### src/rtl/timer_sched_pkg.sv
// Shared types and defaults for the timer_sched shared-countdown scheduler.
package timer_sched_pkg;

    typedef enum logic [1:0] {
        IDLE = 2'd0,
        RUN  = 2'd1,
        DONE = 2'd2
    } sched_state_t;

    localparam int DEF_WIDTH = 16;

endpackage

### src/rtl/timer_sched_rr_arbiter.sv
// Combinational NREQ-way round-robin arbiter: one-hot grant plus its index,
// searching from ptr upward with wrap. Grants nothing while en is low.
module rr_arbiter #(
    parameter int NREQ = 4,
    parameter int IW   = $clog2(NREQ)
) (
    input  logic [NREQ-1:0] req,
    input  logic [IW-1:0]   ptr,
    input  logic            en,
    output logic [NREQ-1:0] grant,
    output logic [IW-1:0]   idx
);

    int j;

    // Walk offsets from farthest to nearest so the requester closest to ptr wins.
    always_comb begin
        grant = '0;
        idx   = '0;
        j     = 0;
        if (en) begin
            for (int k = NREQ - 1; k >= 0; k--) begin
                j = (int'(ptr) + k) % NREQ;
                if (req[j]) begin
                    grant    = '0;
                    grant[j] = 1'b1;
                    idx      = IW'(j);
                end
            end
        end
    end

endmodule

### src/rtl/timer_sched.sv
// One countdown timer shared by NREQ requesters via round-robin grant.
// Optional owner abort is compiled in with TIMER_SCHED_ABORT_EN.
module timer_sched
    import timer_sched_pkg::*;
#(
    parameter int NREQ  = 4,
    parameter int WIDTH = DEF_WIDTH
) (
    input  logic                     clk,
    input  logic                     reset,
    input  logic [NREQ-1:0]          req_valid,
    input  logic [NREQ*WIDTH-1:0]    req_cycles,
    output logic [NREQ-1:0]          req_ready,
    output logic [NREQ-1:0]          done,
    output logic                     busy,
`ifdef TIMER_SCHED_ABORT_EN
    output logic [$clog2(NREQ)-1:0]  owner,
    input  logic [NREQ-1:0]          abort
`else
    output logic [$clog2(NREQ)-1:0]  owner
`endif
);

    localparam int IW = $clog2(NREQ);

    sched_state_t                   state, state_nx;
    logic [WIDTH-1:0]               counter;
    logic [IW-1:0]                  rr_ptr, gidx;
    logic [NREQ-1:0]                grant;
    logic [NREQ-1:0][WIDTH-1:0]     cyc_arr;
    logic                           accept, expire, abort_hit;

    assign cyc_arr = req_cycles;

    rr_arbiter #(.NREQ(NREQ), .IW(IW)) u_arb (
        .req   (req_valid),
        .ptr   (rr_ptr),
        .en    (state == IDLE),
        .grant (grant),
        .idx   (gidx)
    );

    assign req_ready = grant;
    assign accept    = |(req_valid & grant);
    assign expire    = (counter <= WIDTH'(1));
    assign busy      = (state != IDLE);

`ifdef TIMER_SCHED_ABORT_EN
    assign abort_hit = (state == RUN) && abort[owner];
`else
    assign abort_hit = 1'b0;
`endif

    always_comb begin
        state_nx = state;
        case (state)
            IDLE:    if (accept) state_nx = RUN;
            RUN: begin
                if (abort_hit)   state_nx = IDLE;
                else if (expire) state_nx = DONE;
            end
            DONE:    state_nx = IDLE;
            default: state_nx = IDLE;
        endcase
    end

    always_comb begin
        done = '0;
        if (state == DONE) done[owner] = 1'b1;
    end

    always_ff @(posedge clk or posedge reset) begin
        if (reset) begin
            state   <= IDLE;
            counter <= '0;
            owner   <= '0;
            rr_ptr  <= '0;
        end else begin
            state <= state_nx;
            case (state)
                IDLE: begin
                    if (accept) begin
                        // A zero count still gets one RUN cycle.
                        counter <= (cyc_arr[gidx] == '0) ? WIDTH'(1) : cyc_arr[gidx];
                        owner   <= gidx;
                        rr_ptr  <= (gidx == IW'(NREQ - 1)) ? '0 : gidx + 1'b1;
                    end
                end
                RUN: begin
                    if (abort_hit)    counter <= '0;
                    else if (!expire) counter <= counter - 1'b1;
                end
                default: ;
            endcase
        end
    end

endmodule
### config.mk
export PLATFORM = sky130hd
export DESIGN_NAME = timer_sched
export DESIGN_NICKNAME = d
export VERILOG_FILES = /design/src/rtl/timer_sched_pkg.sv /design/src/rtl/timer_sched_rr_arbiter.sv /design/src/rtl/timer_sched.sv
export SDC_FILE = /design/constraint.sdc
export NUM_CORES = 1
export LEC_CHECK = 0
export ABC_AREA = 0
export CAP_MARGIN = 25
export CORE_MARGIN = 4
export CORE_UTILIZATION = 25
export CTS_CLUSTER_SIZE = 8
export DETAILED_ROUTE_END_ITERATION = 12
export PLACE_DENSITY_LB_ADDON = 0.2
export SETUP_SLACK_MARGIN = 0.15
export SLEW_MARGIN = 5
export SYNTH_ARGS = -nofsm -noshare
export SYNTH_HDL_FRONTEND = slang
export SYNTH_SLANG_ARGS = --single-unit
### constraint.sdc
create_clock -name clk -period 2.9 [get_ports clk]
set_input_delay 0.29 -clock clk [delete_from_list [all_inputs] [get_ports clk]]
set_output_delay 0.29 -clock clk [all_outputs]
set_load 0.02 [all_outputs]
* Word-level counts from Yosys, hierarchy flattened
Cells that the tools add are included.
Widths: inputs -> output; s select.
** Storage, ports and cells
- Memory bits (read-only) :: 0
- Bits in latches :: 0
- Flip-flop bits (word level) :: 22
- Word-level logic and storage cells :: 89
- RAM bits :: 0
- Memories :: 0
- Input port bits :: 70
** Operators by class
- Muxes and demuxes :: 42
- Div/mod/pow operators :: 0
- Bitwise logic cells :: 4
- Equality and inequality tests :: 6
- Shift operators :: 0
- $lt $le $gt $ge :: 12
- $mul :: 0
- Reductions and logical operators :: 16
- Add/sub/neg operators :: 5
** Operators by type and width (number)
- $mux 16 :: 4
- $bmux 16 s2 :: 1
- $pmux 16 s2 :: 1
- $mux 4 :: 6
- $le 16x1->1 const B :: 1
- $logic_not 16->1 :: 1
- $mux 2 :: 8
- $sub 16x1->16 const B :: 1
- $lt 3x4->1 const B :: 3
- $mux 1 :: 12
- $demux 1 s2 :: 5
- $ge 3x1->1 const B :: 3
- $lt 2x3->1 const B :: 3
- $bmux 1 s2 :: 4
- $ne 2x2->1 const B :: 3
- $reduce_or 2->1 :: 3
- $logic_and 1x1->1 :: 5
- $add 2x1->2 const B :: 2
- $add 2x2->2 const B :: 2
- $and 4x4->4 :: 1
- $eq 2x2->1 const B :: 2
- $ge 2x1->1 const B :: 2
- $pmux 2 s2 :: 1
- $reduce_and 2->1 :: 2
- 6 further kinds :: 9

* Depth between registers and ports, before layout
- Depth after elaboration :: 17
- Mapped depth :: 15
- Depth with buffers taken out :: 12

* By module
A second synthesis with hierarchy kept.
** Second synthesis, totals
- Cells, all modules :: 241
- Area, all modules :: 2346.0 um2
** By module, submodules not included
- timer_sched :: instances 1, cells an instance 185, area each 1858.0 um2
- rr_arbiter :: instances 1, cells an instance 56, area each 488.0 um2

* Worst setup path after synthesis
OpenSTA, ideal clock, no wires.
- Kind :: register to register
- Start :: register rr_ptr[0]
- End :: register counter[0]
- Arrival :: 3016 ps
- Path buffers :: 3
- Cell stages (with the launch flop) :: 15
- Required time :: 2777 ps
- Clock period less this slack :: 3139 ps
- Library setup time :: 123 ps
- Path slack :: -239 ps
- Path through :: dfrtp_1 buf_6 inv_1 ha_1 mux4_2 nor2b_2 a221o_1 a22oi_1 nor2_1 a211o_1 buf_6 a21oi_4 inv_2 buf_6 o221a_1
** Between the ends
- Longest elaborated chain between the ends :: 16
- Elaborated cells between the ends (all ways) :: 60
** RTL lines
- from (decl) :: line timer_sched.sv:28 : logic [IW-1:0] rr_ptr, gidx;
- from (signal assigned) :: line timer_sched.sv:86 : rr_ptr <= (gidx == IW'(NREQ - 1)) ? '0 : gidx + 1'b1;
- $add 2x2->2 :: line timer_sched_rr_arbiter.sv:23 : j = (int'(ptr) + k) % NREQ;
- $reduce_or 2->1 (no line)
- $and 1x1->1 (no line)
- $lt 3x4->1 (not written as such) or $ge 3x1->1 (tied branches) :: line timer_sched_rr_arbiter.sv:26 : grant[j] = 1'b1;
- $logic_and 1x1->1 (not written as such) :: line timer_sched_rr_arbiter.sv:26
- $mux 1 (not written as such) :: line timer_sched_rr_arbiter.sv:26
- $demux 1 s2
- $mux 4 (3 in a row) :: line timer_sched_rr_arbiter.sv:24 : if (req[j]) begin
- $mux 4 * :: line timer_sched_rr_arbiter.sv:24
- $mux 4 * :: line timer_sched_rr_arbiter.sv:21 : if (en) begin
- named net req_ready[3] :: line timer_sched.sv:13 : output logic [NREQ-1:0] req_ready,
- $and 4x4->4 * :: line timer_sched.sv:44 : assign accept = |(req_valid & grant);
- $reduce_or 4->1 * :: line timer_sched.sv:44
- $ne 2x2->1 (no line) *
- $reduce_and 3->1 (no line) *
- to (signal assigned) :: line timer_sched.sv:84 : counter <= (cyc_arr[gidx] == '0) ? WIDTH'(1) : cyc_arr[gidx];
- to (signal assigned) :: line timer_sched.sv:91 : else if (!expire) counter <= counter - 1'b1;
- to (decl) :: line timer_sched.sv:27 : logic [WIDTH-1:0] counter;
The timed path passes the listed nets; every way through them passes the cells marked *. The select of a mux whose other input is x is not followed.
A chain may end at the register's enable or synchronous reset.

* Worst setup path after layout
- Start :: register rr_ptr[0]
- End :: register counter[5]
** Between the ends
- Longest elaborated chain between the ends :: 16
- Elaborated cells between the ends (all ways) :: 60
** RTL lines (line)
- $add 2x2->2 :: timer_sched_rr_arbiter.sv:23
- $reduce_or 2->1 (no line)
- $and 1x1->1 (no line)
- $lt 3x4->1 (not written as such) or $ge 3x1->1 (tied branches) :: timer_sched_rr_arbiter.sv:26
- $logic_and 1x1->1 (not written as such) :: timer_sched_rr_arbiter.sv:26
- $mux 1 (not written as such) :: timer_sched_rr_arbiter.sv:26
- $demux 1 s2
- $mux 4 (4 in a row) :: timer_sched_rr_arbiter.sv:24
- $mux 4 :: timer_sched_rr_arbiter.sv:21
- $and 4x4->4 :: timer_sched.sv:44
- $reduce_or 4->1 :: timer_sched.sv:44
- $ne 2x2->1 (no line)
- $reduce_and 3->1 (no line)
Several ways; a longest one is shown, not always the timed one. The select of a mux whose other input is x is not followed.

==> flow_metrics.tcl <==
set metrics [dict create \
    insertion_delay_ns 0.26 \
    r2r_start "rr_ptr[0]$_DFFE_PP0P_" \
    async_reset_ff_frac 1.000 \
    syn_inst 269 \
    syn_area_per_cell_um2 8.586 \
    synth_fa_ha_area_frac 0.05417 \
    clkSlewWorstSetupHoldPaths_ns 0.08 \
    critPathLaunchType "register" \
    synth_xor_area_frac 0 \
    p_leak_nw 1.767 \
    peakVddDrop_uv 297.2 \
    numCtsBuffers 3 \
    dieArea_mm2 0.01084 \
    syn_nets 349 \
    diodes 0 \
    crit_top_cell "buf_6" \
    wl_met3_um 498 \
    slew_headroom 0.4142 \
    vias 2521 \
    skew_ns 0.001702 \
    synth_edf_count 0 \
    layout_commonest_cell "clkdlybuf4s50_1" \
    end_kind "register" \
    synth-seq-area-share 0.2384 \
    synth_mux_area_frac 0.2665 \
    nets 474 \
    ctsHoldBuffers 0 \
    cts_sinks 22 \
    place.gp.congestion 0.9308 \
    netlist_area_mm2 0.002310 \
    cts_buffer_depth 2 \
    drv_cap 0 \
    numPlacedInstances 478 \
    synthTopCellsByArea "dfrtp_1 (24%), mux2i_1 (17%), mux2_2 (7.8%)" \
    yosysUniqueCellTypes 47 \
    r2r-end "counter[5]$_DFFE_PP0P_" \
    met1_length_um 3832 \
    wl_um 8077 \
    critPathSlowestCell "mux4_2" \
    status "finished, final reports clean" \
    drt-vias-per-instance 5.032 \
    dr.pass1.iters 4 \
    grt_overflow 0 \
    fin_crit_ns 2.831 \
    drtIter0Drc 102 \
    fillCellCount 844 \
    crit_type "reg2reg" \
    tightestPinTransition_ns 0.8777 \
    areaGrowthSynthToFinish_pct 69.18 \
    drive_above_1_share 0.2977 \
    max_clock_freq_mhz 353.2 \
    r2r.worst_path.cells 11 \
    rsz0062_at_grt "true" \
    rows 34 \
    ioPinCount 81 \
    cts-root-buf "clkbuf_8" \
    grt_pass1_vias 2384 \
    crit_fanout 6 \
    antenna_left 0 \
    r2r_slack_ns 0.07 \
    core-area_mm2 0.008848 \
    routed.top_layer "met4" \
    cts_max_level 1 \
    grt_antenna_before_repair 0 \
    layout_common_cells "clkdlybuf4s50_1 (74), buf_4 (40), mux2i_1 (35)" \
    ys_warn_count 0 \
    worstPathCellList "buf_6, mux4_2, buf_6, a221o_1, a22oi_2, o22ai_1, a211o_1, a21oi_4, inv_4, buf_6, a22o_1" \
    drc 0 \
    fin_crit_sh 0.9762 \
    hpwl_um 5823 \
    powerDensity_mw_per_mm2 737.9 \
    setup_viol 0 \
    final_cells 501 \
    grt_pass1_wl_um 12540 \
    synth_top_area_frac 0.2384 \
    postLayoutCoreUtil 0.4416 \
    synth_compound_area_frac 0.2129 \
    yosys.area_share.simple 0.1636 \
    ys_ff_latch 22 \
    synth_top_area_cell "dfrtp_1" \
    holdWs_ns 0.5099 \
    start_util 0.2610 \
    critPathMaxStageDelay_ns 0.54 \
    grtUsageTotal 0.1383 \
    synth_top_family_by_area "multiplexers" \
    cts_tree "yes" \
    routedWlPerCell_um 16.12 \
    hp-class "in2async" \
    cp_data_required_time_ns 3.05 \
    hold_violations 0 \
    grt_max_degree 24 \
    wl_met2_um 3636 \
    die_x_um 104.1 \
    fin_total_pwr_mw 2.883 \
    fp.dieH_um 104.1 \
    port_buffers 80 \
    ys.flop_type "dfrtp_1" \
    cp_data_arrival_time_ns 2.98 \
    slew_violations 0 \
]
==> stage by stage <==
stage	TNS (ns)	setup WS (ns)	instance area, um^2
2_1_floorplan	-1.627	-0.1792	2325
3_3_place_gp	-2.789	-0.2267	3457
3_5_place_dp	-3.012	-0.2339	3457
4_1_cts	0	0.06856	3730
5_1_grt	-0.8315	-0.1037	3908
6_report	0	0.06906	3908
==> synthesized netlist by cell type, types with 4 or more instances <==
master	count
a221o_1	4
nand4_1	4
nor2_1	36
inv_1	12
dfrtp_1	22
mux2i_1	39
ha_1	10
o22a_1	4
nand2_1	10
o21ai_0	14
buf_6	4
a22oi_1	6
a21oi_1	23
nor3_1	7
or3_1	4
mux2_2	16
clkbuf_1	5
o22ai_1	4
==> registers in the layout (all words and copies together) (netlist names) <==
name,count
counter,16
owner,2
rr_ptr,2
state,2
==> power by group <==
group          leakage [nW]  switching (mW)  internal [mW]
clock network        0.0357           0.102          0.184
logic                  1.47           0.926           1.09
registers             0.259           0.136          0.444
total                  1.77            1.16           1.72
==> layout make-up <==
type | count | area [um^2] | share of cell area
clock inverter | 1 | 30.03 | 0.007685
tap | 108 | 135.1 | 0.03458
inverter | 13 | 51.30 | 0.01313
multi-input combinational | 219 | 1778 | 0.4550
sequential | 22 | 550.5 | 0.1409
clock buffer | 3 | 41.29 | 0.01057
timing repair buffer | 135 | 1321 | 0.3381
==> routing by layer <==
metal	global-route usage	up-vias
li1	-	1246
met1	0.1972	1180
met2	0.2112	89
met3	0.03166	6
met4	0.03229	0
met5	0	-
==> critical path, delay by kind of cell (launching register included) <==
| family | cells | cell delay [ns] |
|---|---|---|
| DFF | 1 | 0.38 |
| muxes | 1 | 0.54 |
| AOI/OAI and AO/OA | 6 | 1.30 |
| buffers and inverters | 4 | 0.50 |
==> kinds of logic (layout without fill, tap and decap cells) <==
| kind of cell | Yosys count | after routing |
|---|---|---|
| muxes | 57 | 57 |
| adders and majority gates | 10 | 10 |
| AOI/OAI and AO/OA | 74 | 74 |
| and+or+nand+nor | 78 | 78 |
| buffers and inverters | 28 | 152 |
| DFF | 22 | 22 |
==> repair_timing <==
action	in CTS	in global routing
resized for setup	45	35
cloned	2	3
pin swaps	17	15
endpoints found under the setup margin	19	22
setup buffers	10	4
endpoints found under the hold margin	0	0
==> how the worst max path moves through the flow <==
stage | to | from | cells after the start
finish | counter[5]$_DFFE_PP0P_ | rr_ptr[0]$_DFFE_PP0P_ | 11
CTS | counter[5]$_DFFE_PP0P_ | rr_ptr[0]$_DFFE_PP0P_ | 11
detailed placement | counter[8]$_DFFE_PP0P_ | req_valid[1] | 11
global route | counter[5]$_DFFE_PP0P_ | rr_ptr[0]$_DFFE_PP0P_ | 12
global placement | counter[8]$_DFFE_PP0P_ | req_valid[0] | 11
floorplan | counter[0]$_DFFE_PP0P_ | rr_ptr[0]$_DFFE_PP0P_ | 14
Note: power is estimated with default switching activity, not from simulation.
